==> src/rtl/alu_arbiter_pkg.sv <==
// Shared definitions for the two-port ALU arbiter: opcode encodings, FSM states
// and the round-robin pick helper.
package alu_arbiter_pkg;

  localparam logic [2:0] OP_ADD = 3'b010;
  localparam logic [2:0] OP_SUB = 3'b110;
  localparam logic [2:0] OP_AND = 3'b000;
  localparam logic [2:0] OP_OR  = 3'b001;
  localparam logic [2:0] OP_SLT = 3'b111;

  localparam int NUM_PORTS = 2;
  localparam int DATA_W    = 32;

  typedef enum logic [1:0] {
    ST_IDLE = 2'd0,
    ST_EXEC = 2'd1,
    ST_HOLD = 2'd2
  } state_t;

  // Returns the granted port index. Both valid -> the port not served last;
  // otherwise the single valid port (port 0 when nobody asks; callers mask that).
  function automatic logic rr_pick(input logic [NUM_PORTS-1:0] valid, input logic last);
    if (valid == 2'b11) begin
      return ~last;
    end
    return valid[1];
  endfunction

endpackage

==> src/rtl/alu_arbiter_alu.sv <==
// Combinational 32-bit ALU shared by the arbiter; unknown opcodes yield zero.
module alu_arbiter_alu
  import alu_arbiter_pkg::*;
(
  input  logic [2:0]        op,
  input  logic [DATA_W-1:0] a,
  input  logic [DATA_W-1:0] b,
  output logic [DATA_W-1:0] y
);

  always_comb begin
    y = '0;
    case (op)
      OP_ADD: y = a + b;
      OP_SUB: y = a - b;
      OP_AND: y = a & b;
      OP_OR:  y = a | b;
      // slt is an unsigned compare
      OP_SLT: y = (a < b) ? 32'd1 : 32'd0;
      default: y = '0;
    endcase
  end

endmodule

==> src/rtl/alu_arbiter.sv <==
// Two requesters share one ALU through an IDLE/EXEC/HOLD FSM with round-robin grant.
// Optional res_zero output is enabled by defining ALU_ARB_ZERO_FLAG_EN.
module alu_arbiter
  import alu_arbiter_pkg::*;
#(
  parameter int TAG_W = 4
) (
  input  logic              clk,
  input  logic              reset,
  input  logic              r0_valid,
  input  logic              r1_valid,
  output logic              r0_ready,
  output logic              r1_ready,
  input  logic [2:0]        r0_op,
  input  logic [2:0]        r1_op,
  input  logic [31:0]       r0_a,
  input  logic [31:0]       r0_b,
  input  logic [31:0]       r1_a,
  input  logic [31:0]       r1_b,
  input  logic [TAG_W-1:0]  r0_tag,
  input  logic [TAG_W-1:0]  r1_tag,
  output logic              res_valid,
  input  logic              res_ready,
  output logic [31:0]       res_data,
  output logic              res_src,
  output logic [TAG_W-1:0]  res_tag
`ifdef ALU_ARB_ZERO_FLAG_EN
  ,output logic             res_zero
`endif
);

  state_t state_reg, state_next;

  logic                 last_reg;
  logic [2:0]           op_reg;
  logic [DATA_W-1:0]    a_reg;
  logic [DATA_W-1:0]    b_reg;
  logic [TAG_W-1:0]     tag_reg;
  logic                 src_reg;

  logic [DATA_W-1:0]    res_data_reg;
  logic                 res_src_reg;
  logic [TAG_W-1:0]     res_tag_reg;

  logic [NUM_PORTS-1:0] req_valid;
  logic [NUM_PORTS-1:0] req_ready;
  logic                 grant;
  logic                 grant_en;
  logic                 transfer;

  logic [2:0]           sel_op;
  logic [DATA_W-1:0]    sel_a;
  logic [DATA_W-1:0]    sel_b;
  logic [TAG_W-1:0]     sel_tag;
  logic [DATA_W-1:0]    alu_y;

  assign req_valid = {r1_valid, r0_valid};
  assign grant_en  = |req_valid;
  assign grant     = rr_pick(req_valid, last_reg);

  genvar gi;
  generate
    for (gi = 0; gi < NUM_PORTS; gi++) begin : g_ready
      assign req_ready[gi] = (state_reg == ST_IDLE) && grant_en && (grant == 1'(gi));
    end
  endgenerate

  assign r0_ready = req_ready[0];
  assign r1_ready = req_ready[1];
  assign transfer = |(req_valid & req_ready);

  assign sel_op  = grant ? r1_op  : r0_op;
  assign sel_a   = grant ? r1_a   : r0_a;
  assign sel_b   = grant ? r1_b   : r0_b;
  assign sel_tag = grant ? r1_tag : r0_tag;

  alu_arbiter_alu u_alu (
    .op (op_reg),
    .a  (a_reg),
    .b  (b_reg),
    .y  (alu_y)
  );

  always_comb begin
    state_next = state_reg;
    case (state_reg)
      ST_IDLE: if (transfer) state_next = ST_EXEC;
      ST_EXEC: state_next = ST_HOLD;
      ST_HOLD: if (res_ready) state_next = ST_IDLE;
      default: state_next = ST_IDLE;
    endcase
  end

  always_ff @(posedge clk or posedge reset) begin
    if (reset) begin
      state_reg <= ST_IDLE;
      last_reg  <= 1'b1;
      op_reg    <= '0;
      a_reg     <= '0;
      b_reg     <= '0;
      tag_reg   <= '0;
      src_reg   <= 1'b0;
    end else begin
      state_reg <= state_next;
      if (transfer) begin
        last_reg <= grant;
        op_reg   <= sel_op;
        a_reg    <= sel_a;
        b_reg    <= sel_b;
        tag_reg  <= sel_tag;
        src_reg  <= grant;
      end
    end
  end

  // Result fields only change on the EXEC cycle, so they hold through any HOLD stall.
  always_ff @(posedge clk or posedge reset) begin
    if (reset) begin
      res_data_reg <= '0;
      res_src_reg  <= 1'b0;
      res_tag_reg  <= '0;
    end else if (state_reg == ST_EXEC) begin
      res_data_reg <= alu_y;
      res_src_reg  <= src_reg;
      res_tag_reg  <= tag_reg;
    end
  end

`ifdef ALU_ARB_ZERO_FLAG_EN
  logic res_zero_reg;

  always_ff @(posedge clk or posedge reset) begin
    if (reset) begin
      res_zero_reg <= 1'b0;
    end else if (state_reg == ST_EXEC) begin
      res_zero_reg <= (alu_y == '0);
    end
  end

  assign res_zero = res_zero_reg;
`endif

  assign res_valid = (state_reg == ST_HOLD);
  assign res_data  = res_data_reg;
  assign res_src   = res_src_reg;
  assign res_tag   = res_tag_reg;

  a_ready_onehot: assert property (@(posedge clk) disable iff (reset) !(r0_ready && r1_ready));

endmodule

==> config.mk <==
export PLATFORM = sky130hd
export DESIGN_NAME = alu_arbiter
export DESIGN_NICKNAME = d
export VERILOG_FILES = /design/src/rtl/alu_arbiter_pkg.sv /design/src/rtl/alu_arbiter_alu.sv /design/src/rtl/alu_arbiter.sv
export SDC_FILE = /design/constraint.sdc
export NUM_CORES = 1
export LEC_CHECK = 0
export ABC_AREA = 1
export CORE_ASPECT_RATIO = 0.9
export CORE_MARGIN = 4
export CORE_UTILIZATION = 55
export DETAILED_ROUTE_END_ITERATION = 7
export PLACE_DENSITY = 0.88
export SLEW_MARGIN = 25
export SYNTH_ARGS = -nofsm -noshare
export SYNTH_HDL_FRONTEND = slang
export SYNTH_SLANG_ARGS = --single-unit
==> constraint.sdc <==
create_clock -name clk -period 6.2 [get_ports clk]
set_clock_uncertainty 0.2 [all_clocks]
set_input_delay 1.86 -clock clk [delete_from_list [all_inputs] [get_ports clk]]
set_output_delay 1.86 -clock clk [all_outputs]
set_load 0.02 [all_outputs]
==> summary.md, run 1 <==
| Metric | Value |
|---|---|
| First-pass GRT wire length | roughly 58 mm |
| Worst reg2reg path depth | 13 |
| Final wirelength | about 37 mm |
| NumNets Final | ~2100 |
| DR vias | roughly 12000 |
| CTS Sinks | approximately 110 |
| Post-CTS setup buffer count | 0 |
| Initial antenna violation count | 0 |
| Count of cell types in the netlist | 40 |
| TritonCTS Buffers | 9 |
| Max Cap Viol | 0 |
| Grt met2 use | 0.535 |
| DR iter-0 viols | roughly 1100 |
| Crit-path cells | clkdlybuf4s50_1, o21ai_1, buf_4, a21oi_4, clkdlybuf4s50_1 |
| CP Launch Point | r1_valid |
| All-Layer GR Usage | 0.327 |
| Endpoints failing hold | 0 |
| CP max-delay cell | clkdlybuf4s50_1 |
| Layout Cells excl Fill | ~2100 |
| Xor and xnor area share after synthesis | 0 |
| Worst Hold Depth | 2 |
| Die W | around 160 um |
| Initial core utilization | 0.564 |
| Commonest cells after routing, fill and taps aside | nand2_1, inv_1, clkdlybuf4s50_1 |
| Fill cells | ~1700 |
| Share of the synthesized area in the top cell type | 0.256 |
| Area leader, netlist | dfrtp_1 |
| Crit path launch type | input pin |
| Cell mode on critical path | clkdlybuf4s50_1 |
| Mean Syn Cell Area | 6.23 um^2 |
| Via density | roughly 5.4 |
| Leak | around 6.8 nW |
| Sequential share of the synthesized area | 0.258 |
| Largest family of logic cells by synthesized area | simple AND/OR/NAND/NOR gates |
| CORE AREA | about 19000 um^2 |
| Worst hold path class | reg2reg |
| Primary FF master, synth | dfrtp_1 |
| Commonest non-fill, non-tap cell in the layout | nand2_1 |
| Setup_tns | 0 ns |
| Fin crit share | 0.885 |
| Reg2reg start | b_reg[0] |
| RSZ-0062 raised after global routing | no |
| Worst-path clk slew | about 0.090 ns |
| Worst Max-Slew Pin Slew | 1.06 ns |
| Post_cts resized | 0 |
| Antenna viol nets, final | 0 |
| Hpwl dp | ~29 mm |
| Synth Area in Adders | 0.119 |
| Met1 GRT Util | 0.455 |
| Slew HR | 0.291 |
| Hold_sp | last_reg |
| Post-synth EDFFs | 0 |
| Crit path buffers/inverters | 3 |
| FF+latch count, synth | around 110 |
| GRT busiest layer | met2 |
| Clk_lat worst skew | between 0.3 and 0.4 ns |
| Port buffer count | roughly 190 |
| CTS Buffer Depth | 2 |
| Post-synthesis mux area share | 0 |
| Router iterations before antenna repair | 6 |
| Setup-failing EPs final | 0 |
| Compound-gate portion of the synthesized area | 0.121 |
| Crit-path leading delay family | buffers and inverters |
| Synth Net Count | about 2000 |
| Worst EP required | ~4.1 ns |
| Synth Instances | 1743 |
| Gp weighted congestion | about 1 |
| CP arrival | 3.43 ns |
| Die Area | 22100 um^2 |
| Worst hold margin | approximately 0.28 ns |
| Worst setup path class | in2out |
| CTS Root Cell | clkbuf_16 |
| Crit. End Element | output pin |
| Maximum vdd drop | between 0.4 and 0.5 mV |
| Final Max Slew Viols | 0 |
| Critical path peak fanout | 7 |
| Mapped Area | between 10000 and 15000 um^2 |
| Drt wl/cell | about 17 um |
| DRC | 0 |
| Reg2reg end | res_data[24] |
| Post-Synth Simple-Gate Area | 0.360 |
| Flop-to-flop setup slack | 3.33 ns |
| PwrDens | about 600 nW/um^2 |
| Top cells by area, synth | dfrtp_1, nand2_1, ha_1 |
| H-tree levels | 3 |
| Outcome | complete, no violations |
| Cells after DPL | ~2100 |
| Crit path time final | ~5.5 ns |
| Cell row count | between 40 and 50 |
| Largest net degree at the start of global routing | 80 |
| Min-Delay Endpoint | last_reg |
| Die Y | around 140 um |
| Vias in the first global route | between 10000 and 15000 |
| Met3 Track Usage GR | 0.0494 |
| ANT cells | 0 |
| Fraction of layout cells with a size suffix above 1 | 0.0339 |
| CTS Hold Bufs | 0 |
| Max incr delay on CP | roughly 0.62 ns |
| CTS tree | yes |
| Top-level port count | between 150 and 200 |
| Synth async-reset ratio | 1.00 |
| Fmax | between 150 and 200 MHz |
| GR Overflow Total | 0 |
| Ys Warns | 0 |
| Area Overhead vs Synth | 20.3% |
==> cells in the mapped netlist, types with 2 or more instances <==
| master | n |
|---|---|
| o21bai_1 | 7 |
| o21ai_0 | 38 |
| nor2_2 | 9 |
| a21oi_2 | 4 |
| o22ai_1 | 24 |
| nor3_1 | 4 |
| nor2_4 | 4 |
| a21oi_1 | 36 |
| nor4_1 | 2 |
| nand2_2 | 7 |
| dfrtp_1 | 111 |
| nand2_1 | 674 |
| nand3b_1 | 12 |
| ha_1 | 100 |
| buf_2 | 32 |
| nand3_1 | 115 |
| buf_6 | 4 |
| o2111ai_1 | 5 |
| fa_1 | 2 |
| and3_1 | 3 |
| o211ai_1 | 68 |
| nand4_1 | 12 |
| a21boi_0 | 12 |
| inv_1 | 306 |
| nand3_2 | 3 |
| or2_2 | 2 |
| nor2_1 | 97 |
| buf_4 | 11 |
| inv_2 | 6 |
| nor3_2 | 2 |
| o21ai_1 | 3 |
| clkbuf_1 | 16 |
| a31oi_1 | 5 |
==> layout make-up <==
type | instances | area, um^2 | share of cell area
clock buffers | 9 | 225 | 0.0172
clock inverters | 7 | 93.8 | 0.00718
inverters | 312 | 1180 | 0.0900
multi-input cells | 1254 | 6540 | 0.500
flip-flops and latches | 112 | 2800 | 0.214
well taps | 250 | 313 | 0.0239
repair buffers | 194 | 1920 | 0.147
==> tightest hold or removal path, stage by stage (launching register included) <==
cell     delay, ns
dfstp_2       0.38
nand2_1       0.06
nand2_1       0.05
==> stage by stage <==
step | power [mW] | util | setup WS [ns] | cell area [um^2]
2_1_floorplan | 5.37 | - | 1.18 | 10900
3_3_place_gp | 6.88 | 0.662 | 0.726 | 12800
3_5_place_dp | 7.00 | 0.662 | 0.715 | 12800
4_1_cts | 7.68 | 0.678 | 0.712 | 13100
5_1_grt | 8.47 | 0.678 | 0.669 | 13100
6_report | 7.79 | 0.678 | 0.715 | 13100
==> metal layers <==
metal	share of wire	wire [um]
met5	0	0
met4	0.025	915
met3	0.076	2800
met2	0.45	16400
met1	0.45	16500
==> report_power, final <==
group / leakage (nW) / switching [mW] / total [mW] / internal [mW]
Combinational: 5.28 / 4.00 / 5.82 / 1.82
Sequential: 1.41 / 0.244 / 1.30 / 1.06
Clock: 0.155 / 0.358 / 0.658 / 0.300
==> worst max path at each step <==
stage,to,slack (ns),depth (start not counted)
floorplan,a_reg[0],1.18,1
detailed placement,r0_ready,0.72,5
global route,r0_ready,0.67,5
CTS,r0_ready,0.71,5
global placement,r0_ready,0.73,5
finish,r0_ready,0.71,5
==> kinds of logic (layout without fill, tap and decap cells) <==
kind of cell,after synthesis,count (layout)
and+or+nand+nor,948,948
buffers and inverters,377,522
AOI/OAI and AO/OA,204,204
DFF,112,112
adders and majority gates,102,102
(Power assumes the default switching activity.)
==> run 2, diff against run 1 <==
CORE_MARGIN = not set   (was 4)
MAX_ROUTING_LAYER = met4   (was not set)
==> summary.md, run 2 (synthesized netlist as in run 1, its figures left out) <==
| Metric | Value |
|---|---|
| Outcome | complete, no violations |
| First-pass GRT wire length | between 50 and 60 mm |
| Cell mode on critical path | clkdlybuf4s50_1 |
| Slew HR | 0.296 |
| Max incr delay on CP | ~0.62 ns |
| Setup-failing EPs final | 0 |
| Router iterations before antenna repair | 5 |
| GR Overflow Total | 0 |
| NetSw | approximately 4.6 mW |
| Drt wl/cell | approximately 17 um |
| All-Layer GR Usage | 0.372 |
| Flop-to-flop setup slack | roughly 3.3 ns |
| Top-level port count | between 150 and 200 |
| Post_cts resized | 0 |
| Crit. End Element | output pin |
| Switching share of power | 0.590 |
| Worst hold path class | reg2reg |
| Largest net degree at the start of global routing | 80 |
| Final wirelength | 36.4 mm |
| CTS Buffer Depth | 2 |
| Max Cap Viol | 0 |
| Initial antenna violation count | 0 |
| RSZ-0062 raised after global routing | no |
| Die Y | around 140 um |
| Die Area | 20300 um^2 |
| Critical path peak fanout | 7 |
| DR iter-0 viols | approximately 1000 |
| Commonest non-fill, non-tap cell in the layout | nand2_1 |
| Crit path buffers/inverters | 3 |
| Antenna viol nets, final | 0 |
| ANT cells | 0 |
| Port buffer count | about 190 |
| Gp weighted congestion | 1.00 |
| CTS tree | yes |
| NumNets Final | 2132 |
| Via density | 5.39 |
| CTS Hold Bufs | 0 |
| TritonCTS Buffers | 9 |
| Endpoints failing hold | 0 |
| Sequential share of power | 0.168 |
| Maximum vdd drop | about 0.47 mV |
| Fin crit share | 0.889 |
| Clk_lat worst skew | 0.38 ns |
| Area Overhead vs Synth | 20.4% |
| CP max-delay cell | clkdlybuf4s50_1 |
| Die W | 150 um |
| Post-DP Area | between 10000 and 15000 um^2 |
| Cell row count | 48 |
| Clock power share | 0.084 |
| DR vias | 11500 |
| Final Max Slew Viols | 0 |
| CP arrival | 3.45 ns |
| Vias in the first global route | between 10000 and 15000 |
| Worst-path clk slew | about 0.09 ns |
| Hpwl dp | 28.1 mm |
| Fraction of layout cells with a size suffix above 1 | 0.0339 |
| Crit-path cells | clkdlybuf4s50_1, o21ai_1, buf_4, a21oi_4, clkdlybuf4s50_1 |
| Setup_tns | 0 ns |
| Commonest cells after routing, fill and taps aside | nand2_1, inv_1, clkdlybuf4s50_1 |
| Crit-path leading delay family | buffers and inverters |
| Leak | between 6 and 7 nW |
| CTS Root Cell | clkbuf_16 |
| H-tree levels | 3 |
| Worst setup path class | in2out |
| Cell internal pwr | roughly 3.2 mW |
| Post-CTS setup buffer count | 0 |
| PwrDens | 595 nW/um^2 |
| Crit path time final | about 5.5 ns |
| Comb pwr share | 0.748 |
| CORE AREA | between 15000 and 20000 um^2 |
| Crit path launch type | input pin |
| Worst Max-Slew Pin Slew | around 1.1 ns |
| Fmax | about 180 MHz |
| Fin area | about 13000 um^2 |
| CTS Sinks | around 110 |
| Worst EP required | between 4 and 5 ns |
| Initial core utilization | 0.564 |
| DRC | 0 |
run 2: layout make-up:
class	count	area, um^2
Sequential cell	112	2800
Timing Repair Buffer	194	1920
Inverter	312	1180
Clock inverter	7	101
Fill cell	1678	6190
Tap cell	250	313
Clock buffer	9	225
Multi-Input combinational cell	1254	6540
run 2: power groups by stage:
stage	Sequential (mW)	Clock, mW	Combinational (mW)
after global placement	1.29	0	5.57
after global routing	1.34	0.689	6.44
after floorplan	1.35	0	4.01
after detailed placement	1.31	0	5.68
after CTS	1.30	0.662	5.71
final	1.31	0.655	5.82
run 2: through the flow:
step / setup slack, ns / hold slack (ns) / instances / power, mW / util
4_1_cts: 0.696 / 0.283 / 2138 / 7.67 / 0.679
6_report: 0.691 / 0.283 / 2138 / 7.79 / 0.679
3_3_place_gp: 0.723 / 0.256 / 2122 / 6.86 / 0.662
2_1_floorplan: 1.18 / 0.248 / 1743 / 5.37 / -
5_1_grt: 0.655 / 0.312 / 2138 / 8.47 / 0.679
3_5_place_dp: 0.699 / 0.260 / 2122 / 6.99 / 0.662
run 2: per-layer routing:
layer	global-route usage	vias to the layer above	share of wire	routed length, um
met5	-	-	0	0
met4	0.112	0	0.023	847
met3	0.0451	54	0.070	2560
met2	0.585	481	0.45	16400
met1	0.499	5286	0.46	16600
li1	-	5703	-	-
run 2: final timing paths:
check                               end  cells after the start        from
setup reg to reg           res_data[16]                     13    b_reg[0]
hold / removal               res_tag[1]                      2  res_tag[1]
max in group asynchronous  res_data[25]                      3       reset
setup / recovery               r0_ready                      5    r1_valid
min in group asynchronous       src_reg                      2       reset
hold reg to reg              res_tag[1]                      2  res_tag[1]
run 2: worst reg2reg max path, stage by stage, from the launching register on:
cell and delay, ns:
dfrtp_1 0.42, ha_1 0.30, fa_1 0.46, nand3_1 0.10, nand3_1 0.20, nand2_1 0.12, nand3_1 0.23, nand2_1 0.13
nand2_1 0.16, a21boi_1 0.16, o21ai_0 0.09, nand3b_1 0.09, nand2_1 0.06, nand2_1 0.08
==> run 3, diff against run 2 <==
CORE_UTILIZATION = 50   (was 55)
PLACE_DENSITY = 0.84   (was 0.88)
clock period = 4.7 ns   (was 6.2 ns; I/O delays follow)
==> summary.md, run 3 (synthesized netlist as in run 1, its figures left out) <==
| Metric | Value |
|---|---|
| Maximum vdd drop | 0.630 mV |
| CTS Root Cell | clkbuf_16 |
| Worst-path clk slew | 0.10 ns |
| Max Cap Viol | 0 |
| DRC | 0 |
| CORE AREA | 21000 um^2 |
| Comb pwr share | 0.749 |
| ANT cells | 0 |
| RSZ-0062 raised after global routing | no |
| Fill cells | 2013 |
| Die W | 157 um |
| Switching share of power | 0.592 |
| Layout Cells excl Fill | ~2200 |
| DR vias | 11500 |
| Gp weighted congestion | ~0.95 |
| NetSw | around 6 mW |
| TritonCTS Buffers | 9 |
| Worst reg2reg path depth | 17 |
| Initial antenna violation count | 0 |
| Worst EP required | 3.09 ns |
| Largest net degree at the start of global routing | approximately 110 |
| Multi-input logic area | between 6000 and 7000 um^2 |
| Vias in the first global route | roughly 11000 |
| Commonest non-fill, non-tap cell in the layout | nand2_1 |
| Worst Max-Slew Pin Slew | 1.07 ns |
| GR Overflow Total | 0 |
| Hold_sp | res_tag[3] |
| Drt wl/cell | roughly 17 um |
| Crit path launch type | input pin |
| Via density | around 5.3 |
| Clk_lat worst skew | ~0.37 ns |
| Worst Hold Depth | 2 |
| Critical path peak fanout | 6 |
| Crit path time final | 4.51 ns |
| Commonest cells after routing, fill and taps aside | nand2_1, inv_1, clkdlybuf4s50_1 |
| Fraction of layout cells with a size suffix above 1 | 0.0344 |
| Outcome | complete, no violations |
| Die Y | between 100 and 150 um |
| Post_cts resized | 0 |
| Initial core utilization | 0.517 |
| CTS tree | yes |
| CTS Buffer Depth | 2 |
| Setup-failing EPs final | 0 |
| Flop-to-flop setup slack | around 1.8 ns |
| Slew HR | 0.288 |
| CP arrival | slightly below 3 ns |
| Router iterations before antenna repair | 5 |
| Area Overhead vs Synth | 21.1% |
| CTS Sinks | between 100 and 150 |
| Worst setup path class | in2out |
| Clock power share | 0.085 |
| Leak | roughly 7 nW |
| Antenna viol nets, final | 0 |
| Endpoints failing hold | 0 |
| First-pass GRT wire length | 57.4 mm |
| Cells after DPL | ~2200 |
| All-Layer GR Usage | 0.347 |
| NumNets Final | roughly 2100 |
| Cell row count | 50 |
| H-tree levels | 3 |
| Crit. End Element | output pin |
| Fmax | 222 MHz |
| Hpwl dp | around 29 mm |
| DR iter-0 viols | 806 |
| Worst hold path class | reg2reg |
| Sequential share of power | 0.166 |
| CTS Hold Bufs | 0 |
| Setup_tns | 0 ns |
| Reg2reg end | res_data[18] |
| Min-Delay Endpoint | res_tag[3] |
| Port buffer count | 186 |
| Post-CTS setup buffer count | 0 |
| Reg2reg start | a_reg[0] |
| Final Max Slew Viols | 0 |
| FF/Latch Area | about 2800 um^2 |
| Final wirelength | between 30 and 40 mm |
| PwrDens | 786 nW/um^2 |
| Top-level port count | 187 |
| Cell internal pwr | between 4 and 5 mW |
| Die Area | approximately 22000 um^2 |
| Fin crit share | 0.960 |
run 3: changes by cell type in the layout (fill, tap and decap cells not counted):
cell,before,now
buf_12,0,2
buf_4,8,7
clkinv_8,2,1
inv_2,5,6
inv_6,2,1
inv_8,1,2
run 3: metal layers:
layer | wire, um | up-vias | GRT usage
li1 | - | 5704 | -
met1 | 17400 | 5396 | 0.467
met2 | 17000 | 404 | 0.558
met3 | 2230 | 45 | 0.0437
met4 | 578 | 0 | 0.0710
met5 | 0 | - | -
run 3: worst max-delay path by stage:
stage	to	from	cells past startpoint	slack, ns
5_1_grt	r1_ready	r1_valid	5	0.14
3_3_place_gp	r1_ready	r0_valid	5	0.21
3_5_place_dp	r1_ready	r0_valid	5	0.18
4_1_cts	r1_ready	r0_valid	5	0.18
6_report	r1_ready	r0_valid	5	0.19
2_1_floorplan	a_reg[0]	reset	1	0.13
run 3: stage by stage:
| step | cell area [um^2] | power, mW | hold slack [ns] | utilization | setup WS, ns |
|---|---|---|---|---|---|
| CTS | 13200 | 10.2 | 0.278 | 0.626 | 0.181 |
| detailed placement | 12800 | 9.31 | 0.260 | 0.610 | 0.181 |
| floorplan | 10900 | 7.08 | 0.248 | - | 0.133 |
| finish | 13200 | 10.3 | 0.276 | 0.626 | 0.186 |
| global placement | 12800 | 9.16 | 0.255 | 0.610 | 0.215 |
| global route | 13200 | 11.2 | 0.304 | 0.626 | 0.145 |
run 3: critical path, cell delays in order:
cell	delay [ns]
clkdlybuf4s50_1	0.49
o21ai_1	0.11
buf_4	0.19
nor2_4	0.09
clkdlybuf4s50_1	0.61
run 3: power by group through the flow:
stage                     Sequential [mW]  Combinational (mW)  Clock [mW]
final                                1.72                7.74       0.876
after floorplan                      1.79                5.29           0
after CTS                            1.72                7.62       0.886
after global routing                 1.77                8.54       0.922
after global placement               1.70                7.46           0
after detailed placement             1.72                7.59           0
run 3: area by class of cell:
type,instances,area share
clock buffer,9,0.0171
clock inverter,7,0.00732
inverter,312,0.0892
multi-input combinational,1254,0.497
sequential,112,0.213
tap,286,0.0272
timing repair buffer,195,0.149
